## src/rtl/uart_rx.sv

```systemverilog
// uart_rx: asynchronous serial receiver, 8N1, LSB first, idle-high line.
//   Optional feature macro UART_RX_PARITY_EN: frames become 8E1 and even
//   parity is checked. Without it parity_err is tied to 0.
// Ports:
//   clk          system clock
//   res_n        asynchronous active-low reset
//   rx           serial line, asynchronous to clk, idles high
//   data_out     received byte, stable while data_valid is high
//   data_valid   byte available, held until accepted
//   data_ready   consumer accepts data_out at a clk edge while data_valid is high
//   busy         high in every state except IDLE
//   framing_err  one-cycle pulse: stop bit sampled low
//   parity_err   one-cycle pulse: parity mismatch (0 without the macro)
//   overrun      one-cycle pulse: frame completed while holding register full
module uart_rx #(
   parameter int CLK_FREQ   = 100_000_000,
   parameter int BAUD       = 921600,
   parameter int DATA_WIDTH = 8
) (
   input  logic                  clk,
   input  logic                  res_n,
   input  logic                  rx,
   output logic [DATA_WIDTH-1:0] data_out,
   output logic                  data_valid,
   input  logic                  data_ready,
   output logic                  busy,
   output logic                  framing_err,
   output logic                  parity_err,
   output logic                  overrun
);

   localparam int DIV  = CLK_FREQ / BAUD;
   localparam int HALF = DIV / 2;
   localparam int CW   = (DIV > 2) ? $clog2(DIV) : 1;
   localparam int IW   = (DATA_WIDTH > 1) ? $clog2(DATA_WIDTH) : 1;
   localparam logic [CW-1:0] CNT_HALF = CW'(HALF - 1);
   localparam logic [CW-1:0] CNT_BIT  = CW'(DIV - 1);
   localparam logic [IW-1:0] IDX_LAST = IW'(DATA_WIDTH - 1);

   generate
      if (DIV < 4) begin : g_div_chk
         $error("uart_rx: CLK_FREQ/BAUD must be at least 4");
      end
   endgenerate

   typedef enum logic [2:0] {
      IDLE,
      START,
      DATA,
      STOP,
      BREAK
`ifdef UART_RX_PARITY_EN
      , PARITY
`endif
   } state_t;

   state_t                state, state_n;
   logic                  s1, s2;
   logic [CW-1:0]         cnt, cnt_n;
   logic [IW-1:0]         idx, idx_n;
   logic [DATA_WIDTH-1:0] shreg, shreg_n;
   logic [DATA_WIDTH-1:0] data_out_n;
   logic                  data_valid_n, ferr_n, ovr_n;
   logic                  bit_end;
`ifdef UART_RX_PARITY_EN
   logic                  par_bad, par_bad_n, perr_n;
`endif

   assign busy    = (state != IDLE);
   assign bit_end = (cnt == CNT_BIT);

   // two-flop synchronizer; reset to the idle level so reset cannot fake a start bit
   always_ff @(posedge clk or negedge res_n) begin
      if (!res_n) begin
         s1 <= 1'b1;
         s2 <= 1'b1;
      end else begin
         s1 <= rx;
         s2 <= s1;
      end
   end

   always_ff @(posedge clk or negedge res_n) begin
      if (!res_n) begin
         state       <= IDLE;
         cnt         <= '0;
         idx         <= '0;
         shreg       <= '0;
         data_out    <= '0;
         data_valid  <= 1'b0;
         framing_err <= 1'b0;
         overrun     <= 1'b0;
      end else begin
         state       <= state_n;
         cnt         <= cnt_n;
         idx         <= idx_n;
         shreg       <= shreg_n;
         data_out    <= data_out_n;
         data_valid  <= data_valid_n;
         framing_err <= ferr_n;
         overrun     <= ovr_n;
      end
   end

`ifdef UART_RX_PARITY_EN
   always_ff @(posedge clk or negedge res_n) begin
      if (!res_n) begin
         par_bad    <= 1'b0;
         parity_err <= 1'b0;
      end else begin
         par_bad    <= par_bad_n;
         parity_err <= perr_n;
      end
   end
`else
   assign parity_err = 1'b0;
`endif

   always_comb begin
      state_n      = state;
      cnt_n        = cnt;
      idx_n        = idx;
      shreg_n      = shreg;
      data_out_n   = data_out;
      // an accept with no new byte empties the holding register
      data_valid_n = data_valid & ~data_ready;
      ferr_n       = 1'b0;
      ovr_n        = 1'b0;
`ifdef UART_RX_PARITY_EN
      par_bad_n    = par_bad;
      perr_n       = 1'b0;
`endif
      case (state)
         IDLE: begin
            if (!s2) begin
               state_n = START;
               cnt_n   = '0;
            end
         end
         START: begin
            // half a bit in: a line back high means a glitch, not a start bit
            if (cnt == CNT_HALF) begin
               cnt_n   = '0;
               idx_n   = '0;
               state_n = s2 ? IDLE : DATA;
            end else begin
               cnt_n = cnt + CW'(1);
            end
         end
         DATA: begin
            if (bit_end) begin
               cnt_n   = '0;
               shreg_n = {s2, shreg[DATA_WIDTH-1:1]};
               idx_n   = idx + IW'(1);
               if (idx == IDX_LAST) begin
`ifdef UART_RX_PARITY_EN
                  state_n = PARITY;
`else
                  state_n = STOP;
`endif
               end
            end else begin
               cnt_n = cnt + CW'(1);
            end
         end
`ifdef UART_RX_PARITY_EN
         PARITY: begin
            if (bit_end) begin
               cnt_n     = '0;
               par_bad_n = ^{shreg, s2};
               state_n   = STOP;
            end else begin
               cnt_n = cnt + CW'(1);
            end
         end
`endif
         STOP: begin
            if (bit_end) begin
               cnt_n = '0;
               if (!s2) begin
                  // framing takes priority over parity; BREAK keeps a held-low line from re-triggering
                  ferr_n  = 1'b1;
                  state_n = BREAK;
               end else begin
                  state_n = IDLE;
`ifdef UART_RX_PARITY_EN
                  if (par_bad) perr_n = 1'b1;
                  else
`endif
                  if (!data_valid || data_ready) begin
                     data_out_n   = shreg;
                     data_valid_n = 1'b1;
                  end else begin
                     ovr_n = 1'b1;
                  end
               end
            end else begin
               cnt_n = cnt + CW'(1);
            end
         end
         BREAK: begin
            if (s2) state_n = IDLE;
         end
         default: state_n = IDLE;
      endcase
   end

endmodule

```

## config.mk

```make
export PLATFORM = sky130hd
export DESIGN_NAME = uart_rx
export DESIGN_NICKNAME = d
export VERILOG_FILES = /design/src/rtl/uart_rx.sv
export SDC_FILE = /design/constraint.sdc
export NUM_CORES = 1
export LEC_CHECK = 0
export ABC_AREA = 1
export BUFFER_PORTS_ARGS = -buffer_cell sky130_fd_sc_hd__clkbuf_2
export CORE_MARGIN = 1.5
export CORE_UTILIZATION = 40
export CTS_BUF_LIST = sky130_fd_sc_hd__clkbuf_4
export DETAILED_ROUTE_END_ITERATION = 8
export HOLD_SLACK_MARGIN = 0.1
export PLACE_DENSITY = 0.6
export SKIP_LAST_GASP = 1
export SYNTH_ARGS = -nofsm -noshare
export SYNTH_HDL_FRONTEND = slang
export SYNTH_SLANG_ARGS = --single-unit
```

## constraint.sdc

```tcl
create_clock -name clk -period 1.5 [get_ports clk]
set_input_delay 0.3 -clock clk [delete_from_list [all_inputs] [get_ports clk]]
set_output_delay 0.3 -clock clk [all_outputs]
set_load 0.01 [all_outputs]
```

Yosys cells after proc, flatten, opt, wreduce, memory -nomap -nowiden
Cells that the tools add are included.
Cells by class
  add/sub/neg operators: 2
  bitwise operators: 2
  reduce and logical (&&, ||, !) cells: 12
  equality and inequality tests: 13
  mux-type cells: 27
Operators by type and width (count)
  3-bit two-way mux: 9
  7-bit two-way mux: 3
  7-bit case mux with 3 select lines: 1
  3-bit case mux with 5 select lines: 1
  2-bit != test, second input constant: 6
  1-bit two-way mux: 11
  7-bit by 1-bit adder with 7-bit output, second input constant: 1
  7-bit by 6-bit equality test with 1-bit output, second input constant: 1
  7-bit equality test, second input constant: 1
  3-bit by 2-bit equality test with 1-bit output, second input constant: 2
  3-bit equality test, second input constant: 2
  3-bit case mux with 2 select lines: 1
  6-bit AND reduction: 1
  3-bit nonzero test: 2
  2-bit AND reduction: 2
  4-bit AND reduction: 1
  3-bit by 1-bit adder with 3-bit output, second input constant: 1
  3-bit by 1-bit equality test with 1-bit output, second input constant: 1
  3-bit zero test: 1
  3-bit AND reduction: 1
  2-bit two-way mux: 1
  2-bit nonzero test: 1
  2-bit OR reduction: 1
  1-bit AND: 1
  other kinds (3): 3
Storage, ports and cells
  input bits: 4
  output and inout bits: 13
  register bits: 34

Depth between registers and ports, before layout
  word-level depth: 6
  depth in mapped cells: 9
  gate-level depth less buffers: 9

Worst setup path before layout
OpenSTA, ideal clock, no wires.
  kind: register to register
  start point: reg cnt[0]
  end point: reg data_out[1]
  clock period less this slack: 1452 ps
  data arrival time: 1335 ps
  setup time: 117 ps
  cell stages (with the launch flop): 10
  required time: 1383 ps
  path slack: 48 ps
  buffers on the path: 1
  cells stage by stage: dfrtp_1 ha_1 inv_1 nor2_1 nand3b_4 inv_2 nand3_4 buf_6 nand2_2 o21ai_2
Between the ends
  longest elaborated chain between the ends: 2
Ends and longest elaborated chain
  start: declaration: line 59  | logic [CW-1:0] cnt, cnt_n;
  start signal: assignment: line 95  | cnt <= cnt_n;
  7-bit equality test: line 70  | assign bit_end = (cnt == CNT_BIT);
  4-bit AND reduction (no line)
  end signal: assignment: line 98  | data_out <= data_out_n;
  end: declaration: line 23  | output logic [DATA_WIDTH-1:0] data_out,
Every way passes these cells.
A chain may end at the register's enable or synchronous reset.

Worst setup path after layout
  start point: reg cnt[1]
  end point: reg idx[0]
Between the ends
  longest elaborated chain between the ends: 3
  elaborated cells on any way between the ends: 5
  classes of those cells: eq/ne: 4; reduce/logical: 1
Ends and longest elaborated chain
  7-bit by 6-bit equality test with 1-bit output / 7-bit equality test (equally long branches): line 142, 70
  2-bit != test (no line)
  3-bit AND reduction (no line) *
  end signal: assignment: line 96  | idx <= idx_n;
  end: declaration: line 60  | logic [IW-1:0] idx, idx_n;
Mark *: on every way between the ends. The rest lies on a longest branch, timed or not.

==> reports/results.ini <==
[placement]
portBuffers=15
gp_congestion=0.795
place_hpwl_mm=2.12
placed_area_sq_um=1830

[drt]
drc_errors=0
drt-pass1-iter-count=4
drtAntennaViolNets=0
viasPerCell=4.79
wirelength_mm=3.21
num_vias=1299
drt_iter0_drc=58
routedWlPerCell_microns=11.8

[worst_hold_path]
whs_path_depth=0
min_from=s1
hold_end=s2
min_path_type=register to register

[worst_setup_path]
r2r_start=cnt[1]
worst-r2r-setup-slack_ps=70
r2r_end=idx[0]
startpoint_type=register
worst_ep_required_time_ps=1770
end_kind=register
slowest_stage=dfrtp_1
critPathMaxStageDelay_ps=390
cp_max_fo=19
rr_worst_depth=8
crit_chain=ha_2 -> inv_2 -> nor2_4 -> nand3b_4 -> nor2_4 -> buf_12 -> inv_1 -> o21ai_2
crit_top_cell=nor2_4
crit_start=cnt[1]
path_class=register to register
cp.arrival_ps=1700

[logic_synthesis]
yosysTopAreaCell=dfrtp_1
synthMuxAreaShare_pct=0
synth_top_area_share_pct=48.3
synth_nets=195
ys_types=25
synth_seq_area_share_pct=51.4
syn_avg_cell_area_sq_um=8.87
synth.area.top_cells=dfrtp_1 (48%), nand2_1 (12%), nand3_1 (4.8%)
synth_xor_area_share_pct=2.11
synth_ff_type=dfrtp_1
yosys.area_share.simple_pct=28.1
synthCells=187
synth-adder-area-share_pct=3.02
ys_warn_count=0
synth_top_family_by_area=simple AND/OR/NAND/NOR gates
synth-compound-area-share_pct=7.99
syn-cell-area_sq_um=1660
synth_edf_count=0
ys_ff_latch=34
async_reset_ff_share_pct=100

[timing]
fin_tns_setup_ps=0
fin_skew_ps=8.08
max_clock_freq_mhz=699
rsz0062_at_grt=true
setup_viol=0
finalHoldViolCount=0
final.min_clock_period_ps=1430
worst_hold_slack_ps=361
finalCritPeriodShare_pct=95.3
finalMaxSlewViolations=0

[floorplanning]
die-area_sq_um=4540
die_w_microns=67.4
start_util_pct=41.5
placementRows=23
coreArea_sq_um=4000
dieHeight_microns=67.4
pin_count=17

[power]
ir_drop_uv=599
cellPowerDensity_nw_per_um2=704
power_mw=1.44
p_leak_nw=0.996

[final_layout]
fin_util_pct=51.1
nNetsFinal=228
final_cell_area_sq_um=2040
n_antenna_cell=0
final_cell_mix=nand2_1 (48), dfrtp_1 (31), inv_1 (16)
drive_gt1_share_pct=33.9
syn_to_final_growth_pct=23.2
layout_commonest_cell=nand2_1

[global_route]
grt_max_degree=35
grtUsageTotal_pct=15.5
grt_first_pass_wirelength_mm=5.00
grt_pass1_vias=1141
antenna_found_initial=0
grt_overflow=0

[job]
maxCapViolations=0

[cts]
cts_buffers=5
cts_tree=yes
cts_max_path_buffers=2
path_clk_slew_ps=100
htree_num_levels=2
clkLatencyLatePin_ps=340
root_buffer=clkbuf_4
clock-sinks=34

[outcome]
status=finished, final reports clean

cell type report:
cell class	instances	area, sq um
tap	50	62.6
inverter	22	85.1
clock buffer	5	37.5
fill	389	1960
clock inverter	3	16.3
timing repair buffer	29	209
sequential	34	855
multi-input combinational	128	779
worst max-delay path by stage:
stage                     cells past startpoint  slack (ps)     endpoint
after detailed placement                      8          30  data_out[0]
after global placement                        8          50  data_out[5]
after global routing                          8         -60       idx[0]
after floorplan                               9          50  data_out[1]
after CTS                                     8          20  data_out[5]
final                                         8          70       idx[0]
flip-flops by register name, summed over array words and instances, names as in the netlist:
name,flops
data_out,8
shreg,8
cnt,7
idx,3
state,3
data_valid,1
framing_err,1
overrun,1
s1,1
s2,1
critical path, delay by kind of cell, from the launching register on:
family,cells,cell delay [ps]
compound gates,1,100
simple gates,3,410
fa+ha+maj,1,200
buf+inv,3,260
flops,1,390
through the flow:
stage / cells / setup slack [ps]
6_report: 271 / 70.0
5_1_grt: 271 / -56.4
4_1_cts: 266 / 16.8
3_5_place_dp: 256 / 31.5
3_3_place_gp: 256 / 47.7
2_1_floorplan: 187 / 47.6
synthesized netlist by cell type, types with 2 or more instances:
library cell   n
nand2_1       51
dfrtp_1       32
inv_1         19
nand3_1       16
nor2_1        15
o21ai_0        9
o21ai_2        8
nand4_1        5
ha_1           4
xor2_1         4
inv_2          3
nand2_2        3
buf_6          2
dfstp_2        2
nor2_2         2
nor2_4         2
o21ai_1        2
power breakdown:
group / switching (mW) / internal [mW] / total (mW)
registers: 0.00282 / 0.921 / 0.924
clock network: 0.311 / 0.174 / 0.485
logic: 0.0219 / 0.00879 / 0.0307
total: 0.336 / 1.10 / 1.44
layer usage:
layer  GRT usage [%]  wire length [microns]  up-vias  share of wire, %
met5               0                      0        -                 0
met4            7.65                     61        0               1.9
met3            5.50                    131        5               4.1
met2            24.1                   1530       23                48
met1            19.1                   1480      609                46
li1                -                      -      662                 -
kinds of logic (layout without fill, tap and decap cells):
family	after synthesis	after routing
DFF	34	34
other	1	1
and+or+nand+nor	98	99
AOI/OAI and AO/OA	20	20
adders and majority gates	4	4
buffers and inverters	26	59
xor gates and xnor gates	4	4
timing repair:
item                                    in CTS  in global routing
pin swaps                                    0                  7
gates cloned                                 0                  1
setup buffers                                0                  4
hold buffers                                 2                  0
endpoints found under the setup margin       1                 27
hold endpoints to repair                    33                  0
resized for setup                            1                 27
(Power assumes the default switching activity.)
